## src/rtl/mem_copy_engine.sv

```systemverilog
// Word-by-word memory copy initiator: reads src range, writes dst range, one word per two cycles.
// Drives a single-port memory with asynchronous read and synchronous write.
module mem_copy_engine #(
    parameter int unsigned WIDTH  = 8,
    parameter int unsigned VOLUME = 16,
    localparam int unsigned AW    = $clog2(VOLUME)
) (
    input  logic             i_clk,
    input  logic             i_rst_n,
    input  logic             i_start,
    input  logic [AW-1:0]    i_src,
    input  logic [AW-1:0]    i_dst,
    input  logic [AW:0]      i_len,
    output logic             o_busy,
    output logic             o_done,
    output logic [AW-1:0]    o_mem_addr,
    output logic             o_mem_we,
    output logic [WIDTH-1:0] o_mem_wdata,
    input  logic [WIDTH-1:0] i_mem_rdata
);

    localparam logic [AW:0]   LenMax   = (AW + 1)'(VOLUME);
    localparam logic [AW-1:0] AddrLast = AW'(VOLUME - 1);
    localparam logic [AW:0]   LenOne   = (AW + 1)'(1);

    typedef enum logic [1:0] {
        StIdle,
        StRead,
        StWrite,
        StDone
    } state_e;

    state_e           r_state;
    state_e           w_state_next;
    logic [AW-1:0]    r_cur_src;
    logic [AW-1:0]    w_cur_src_next;
    logic [AW-1:0]    r_cur_dst;
    logic [AW-1:0]    w_cur_dst_next;
    logic [AW:0]      r_remaining;
    logic [AW:0]      w_remaining_next;
    logic [WIDTH-1:0] r_data;
    logic [WIDTH-1:0] w_data_next;
    logic [AW:0]      w_len_clamped;

    // Increment modulo VOLUME, correct for non-power-of-2 depths too.
    function automatic logic [AW-1:0] wrap_inc(input logic [AW-1:0] a);
        return (a == AddrLast) ? '0 : a + AW'(1);
    endfunction

    assign w_len_clamped = (i_len > LenMax) ? LenMax : i_len;

    always_ff @(posedge i_clk or negedge i_rst_n) begin
        if (!i_rst_n) begin
            r_state     <= StIdle;
            r_cur_src   <= '0;
            r_cur_dst   <= '0;
            r_remaining <= '0;
            r_data      <= '0;
        end else begin
            r_state     <= w_state_next;
            r_cur_src   <= w_cur_src_next;
            r_cur_dst   <= w_cur_dst_next;
            r_remaining <= w_remaining_next;
            r_data      <= w_data_next;
        end
    end

    always_comb begin
        w_state_next     = r_state;
        w_cur_src_next   = r_cur_src;
        w_cur_dst_next   = r_cur_dst;
        w_remaining_next = r_remaining;
        w_data_next      = r_data;
        unique case (r_state)
            StIdle: begin
                if (i_start) begin
                    w_cur_src_next   = i_src;
                    w_cur_dst_next   = i_dst;
                    w_remaining_next = w_len_clamped;
                    w_state_next     = (w_len_clamped != '0) ? StRead : StDone;
                end
            end
            StRead: begin
                w_data_next  = i_mem_rdata;
                w_state_next = StWrite;
            end
            StWrite: begin
                w_cur_src_next   = wrap_inc(r_cur_src);
                w_cur_dst_next   = wrap_inc(r_cur_dst);
                w_remaining_next = r_remaining - LenOne;
                w_state_next     = (r_remaining == LenOne) ? StDone : StRead;
            end
            StDone: begin
                w_state_next = StIdle;
            end
            default: begin
                w_state_next = StIdle;
            end
        endcase
    end

    always_comb begin
        o_mem_addr = '0;
        unique case (r_state)
            StRead:  o_mem_addr = r_cur_src;
            StWrite: o_mem_addr = r_cur_dst;
            default: o_mem_addr = '0;
        endcase
    end

    assign o_mem_we    = (r_state == StWrite);
    assign o_busy      = (r_state == StRead) || (r_state == StWrite);
    assign o_done      = (r_state == StDone);
    assign o_mem_wdata = r_data;

endmodule
```

## config.mk

```make
export PLATFORM = sky130hd
export DESIGN_NAME = mem_copy_engine
export DESIGN_NICKNAME = d
export VERILOG_FILES = /design/src/rtl/mem_copy_engine.sv
export SDC_FILE = /design/constraint.sdc
export NUM_CORES = 1
export LEC_CHECK = 0
export ABC_AREA = 0
export CAP_MARGIN = 20
export CELL_PAD_IN_SITES_DETAIL_PLACEMENT = 0
export CELL_PAD_IN_SITES_GLOBAL_PLACEMENT = 2
export CORE_AREA = 2 2 63 65
export CTS_CLUSTER_SIZE = 30
export DETAILED_ROUTE_END_ITERATION = 10
export DIE_AREA = 0 0 65 67
export DONT_BUFFER_PORTS = 1
export GPL_TIMING_DRIVEN = 0
export PLACE_DENSITY = 0.85
export SLEW_MARGIN = 20
export SYNTH_ARGS = -nofsm -noshare
export SYNTH_HDL_FRONTEND = slang
export SYNTH_SLANG_ARGS = --single-unit
export TNS_END_PERCENT = 10
```

## constraint.sdc

```tcl
create_clock -name i_clk -period 1.8 [get_ports i_clk]
set_input_delay 0.27 -clock i_clk [delete_from_list [all_inputs] [get_ports i_clk]]
set_output_delay 0.27 -clock i_clk [all_outputs]
set_load 0.005 [all_outputs]
```

Yosys cells after proc, flatten, opt, wreduce, memory -nomap -nowiden
Cells that the tools add are included.
{"block": "op_classes", "n_reduce_logical": 5, "n_eq_ne": 7, "add_sub_neg": 3, "mux": 14, "magnitude_cmp": 1}
{"operator": "$pmux 4 s2", "n": 3}
{"operator": "$mux 4", "n": 4}
{"operator": "$mux 5", "n": 2}
{"operator": "$pmux 5 s2", "n": 1}
{"operator": "$add 4x1->4 const B", "n": 2}
{"operator": "$eq 4x4->1 const B", "n": 2}
{"operator": "$pmux 2 s4", "n": 1}
{"operator": "$mux 2", "n": 3}
{"operator": "$eq 5x1->1 const B", "n": 1}
{"operator": "$gt 5x5->1 const B", "n": 1}
{"operator": "$reduce_bool 5->1", "n": 1}
{"operator": "$sub 5x1->5 const B", "n": 1}
{"operator": "$eq 2x2->1 const B", "n": 2}
{"operator": "$eq 2x1->1 const B", "n": 1}
{"operator": "$logic_not 2->1", "n": 1}
{"operator": "$ne 2x2->1 const B", "n": 1}
{"operator": "$reduce_and 2->1", "n": 1}
{"operator": "$reduce_bool 2->1", "n": 1}
{"operator": "$logic_or 1x1->1", "n": 1}
{"block": "word_totals", "reg_bits": 23, "out_inout_bits": 15, "input_bits": 24, "word_cells": 35}

Depth between registers and ports, before layout
{"block": "logic_depth", "ltp_word": 6, "depth_mapped": 8, "mapped_depth_nobuf": 6}

Worst setup path before layout
OpenSTA, ideal clock, no wires.
{"block": "synth_timing", "path_type": "register to register", "start": "register r_state[0]", "end": "register r_remaining[0]", "path_stages_with_launch": 9, "arrival_time_ps": 1543, "setup_ps": 131, "n_path_buf": 2, "period_less_slack_ps": 1674, "setup_slack_ps": 126, "required_time_ps": 1669, "cell_sequence": "dfrtp_1 -> inv_1 -> ha_1 -> buf_2 -> mux2i_4 -> buf_2 -> nor3_1 -> a21oi_1 -> o21ai_1"}
{"block": "synth_between", "elab_chain_cells": 3, "word_cells_on_any_way": 6, "classes_between": "eq/ne: 2; mux: 1; reduce/logical: 3"}
{"element": "start, declared", "line": "33", "text": "state_e r_state;"}
{"element": "start signal, assigned", "line": "54", "text": "r_state <= StIdle;"}
{"element": "start signal, assigned", "line": "60", "text": "r_state <= w_state_next;"}
{"element": "$eq 2x2->1 / $logic_not 2->1 (equally long branches)", "line": "74", "text": "unique case (r_state)"}
{"element": "$reduce_bool 2->1 (no line) / $ne 2x2->1 (equally long branches)"}
{"element": "$reduce_and 2->1 (no line)"}
{"element": "end signal, assigned", "line": "63", "text": "r_remaining <= w_remaining_next;"}
{"element": "end, declared", "line": "39", "text": "logic [AW:0] r_remaining;"}
Parallel ways exist; a longest one is shown, timed or not.
A chain may end at the register's enable or synchronous reset.

Worst setup path after layout
{"block": "layout_timing", "start": "register r_state[0]", "end": "register r_cur_dst[3]"}
{"block": "layout_between", "elab_chain_cells": 3, "word_cells_on_any_way": 6, "classes_between": "eq/ne: 2; mux: 1; reduce/logical: 3"}
{"element": "$eq 2x2->1 / $logic_not 2->1 (equally long branches)", "line": "74"}
{"element": "$reduce_bool 2->1 (no line) / $ne 2x2->1 (equally long branches)"}
{"element": "$reduce_and 2->1 (no line)"}
{"element": "end signal, assigned", "line": "62", "text": "r_cur_dst <= w_cur_dst_next;"}
{"element": "end, declared", "line": "37", "text": "logic [AW-1:0] r_cur_dst;"}
Parallel ways exist; a longest one is shown, timed or not.

==> results <==
## synth_stat cells, types with 2 or more instances
cell      number
a221o_1        2
ha_1           8
buf_2          4
nor3_1         3
o21ai_0       10
a21oi_1       10
dfrtp_1       23
o21ai_1        2
nand2_1       11
nor3b_1        3
nor2_1         4
mux2_2         8
a22oi_1        5
nor2b_1        5
o41ai_1        2
o22a_1         2
inv_1          9
a311oi_1       3
mux2i_1        2
## power breakdown
part           switching (W)  internal (W)
logic               0.000829      0.000834
clock network       0.000165      0.000158
registers           0.000271      0.000779
total                0.00126       0.00177
## cell type report
cell class                 count  share of cell area
multi-input combinational     93              0.4436
sequential                    23              0.3677
timing repair buffer          10             0.06315
tap                           48             0.03837
buffer                         6             0.03437
clock buffer                   4             0.02878
inverter                      10             0.02398
## metrics by stage
step | total power, W | std cells | TNS [ps] | worst slack (ps)
after floorplan | 0.002063 | 132 | 0 | 126.3
after global placement | 0.002329 | 180 | -996.0 | -149.8
after detailed placement | 0.002397 | 180 | -1304 | -171.7
after CTS | 0.002828 | 188 | 0 | 3.093
after global routing | 0.003312 | 194 | -114.7 | -30.91
final | 0.003035 | 194 | 0 | 50.75
## worst paths after layout
path                       slack [ps]  depth (start not counted)              to
min                               140                          2  r_remaining[0]
min in group asynchronous         420                          2      r_state[1]
min reg2reg                       550                          1  o_mem_wdata[2]
max in group asynchronous        1220                          2    r_cur_dst[2]
max reg2reg                        50                          7    r_cur_dst[3]
max                                50                          7    r_cur_dst[3]
## sequential cells by signal, indices dropped and copies added, names as in the netlist
signal	cells
o_mem_wdata	8
r_remaining	5
r_cur_dst	4
r_cur_src	4
r_state	2
## what timing repair did
action | 4_1_cts | 5_1_grt
hold buffers | 2 | 0
pin swaps | 0 | 1
buffers inserted | 2 | 5
setup endpoints to repair | 16 | 16
resized for setup | 7 | 14
gates cloned | 0 | 1
endpoints found under the hold margin | 23 | 0
## cells by family (layout without fill, tap and decap cells)
kind of cell / count (synthesis) / in the layout
flops: 23 / 23
compound gates: 43 / 43
mux: 11 / 11
simple gates: 31 / 31
buf+inv: 16 / 30
fa+ha+maj: 8 / 8
## metal layers
layer | wire length [um] | track usage | vias to the layer above | part of all wire
met1 | 1430 | 0.1793 | 543 | 0.44
met5 | 0 | 0 | - | 0
met2 | 1543 | 0.2719 | 42 | 0.48
li1 | - | - | 512 | -
met4 | 26 | 0.04787 | 0 | 0.0080
met3 | 231 | 0.04054 | 4 | 0.071
==> flow_summary.json <==
{
  "status": "finished clean",
  "drc_errors": 0,
  "hold_path.class": "in2reg",
  "final_common_cell": "dfrtp_1",
  "slew_headroom": 0.7612,
  "clkSinkCount": 23,
  "start_util": 0.3647,
  "r2r_start": "r_state[0]",
  "syn_avg_cell_area_um2": 9.962,
  "rsz0062_at_grt": "yes",
  "synth_top_family_by_area": "compound AO/OA/AOI/OAI gates",
  "multiInputGateArea_um2": 694.4,
  "layout_common_cells": "dfrtp_1 (23), nand2_1 (11), a21oi_1 (10), o21ai_0 (10), mux2_2 (8)",
  "crit_start": "r_state[0]",
  "vias": 1101,
  "synth_edf_count": 0,
  "cts_root_buf": "clkbuf_8",
  "coreArea_um2": 3606,
  "seqCellArea_um2": 575.6,
  "peakVddDrop_uv": 693.5,
  "drv_cap": 0,
  "slowest_delay_ps": 430,
  "syn_to_final_growth_pct": 19.03,
  "synthMuxAreaShare": 0.1009,
  "final_util": 0.4341,
  "syn-cell-area_um2": 1315,
  "num_antenna_cells": 0,
  "finalCriticalPeriod_ps": 1749,
  "track_usage": 0.1530,
  "critPathMaxFanout": 8,
  "finalSetupViolCount": 0,
  "grt_pass1_wl_mm": 5.099,
  "crit_path_start_kind": "register",
  "cts_tree": "yes",
  "drt_iter0_drc": 53,
  "synth_simple_gate_area_frac": 0.1208,
  "required_ps": 1940,
  "design.die.area_um2": 4355,
  "criticalPathCategory": "reg2reg",
  "p_leak_nw": 0.6580,
  "synth_fp_nets": 164,
  "design_area_um2": 1565,
  "ys_types": 35,
  "power.density_nw_per_um2": 1939,
  "htreeDepth": 1,
  "drive_above_1_share": 0.2260,
  "finClkSkew_ps": 3.477,
  "finalWeightedCongestion": 0.7506,
  "grt_pass1_vias": 1104,
  "via_per_inst": 5.675,
  "die_x_um": 65,
  "crit_slowest_cell": "dfrtp_1",
  "crit_path_cell_trace": "inv_2, ha_1, buf_6, mux2i_4, buf_6, nor3b_1, a221o_1",
  "path_buf_inv": 3,
  "clk_path_buf_depth": 2,
  "dp_hpwl_mm": 2.282,
  "ys_seq_area_frac": 0.4377,
  "fmax_ghz": 0.5717,
  "synthAdderAreaFrac": 0.07612,
  "drtAntennaViolNets": 0,
  "synthArstFlopShare": 1.000,
  "arrival_ps": 1890,
  "period_share": 0.9718,
  "overflow": 0,
  "dpl_cell_area_um2": 1375,
  "yosysWarnings": 0,
  "synth_top_area_cell": "dfrtp_1",
  "holdWs_ps": 144.4,
  "synth_compound_area_frac": 0.2150,
  "grt_max_degree": 24,
  "worstMarginPinSlew_ps": 350.7,
  "crit_top_cell": "buf_6",
  "critPathCaptureType": "register",
  "clk_pin_slew_ps": 80,
  "numCtsBuffers": 3,
  "rows": 22,
  "netlist_top_cells_area": "dfrtp_1 (44%), ha_1 (7.6%), mux2_2 (6.9%)",
  "cpLargestDelayFamily": "flip-flops",
  "ys_seq_elements": 23,
  "wire_per_inst_um": 16.66,
  "syn_inst": 132,
  "maxSlewViolCount": 0,
  "wirelength_mm": 3.232,
  "final_nets": 179,
  "ios": 39,
  "synthFlopType": "dfrtp_1",
  "die_h_um": 67,
  "clk-insertion-delay-late_ps": 260,
  "nFillCells": 372,
  "yosysTopAreaCellShare": 0.4377,
  "min_from": "i_len[0]",
  "hold_viol": 0,
  "dr.pass1.iters": 4,
  "portBuffers": 0,
  "grt_antenna_before_repair": 0,
  "synthXorXnorAreaFrac": 0
}
No activity file was read; power rests on OpenSTA's default activity.
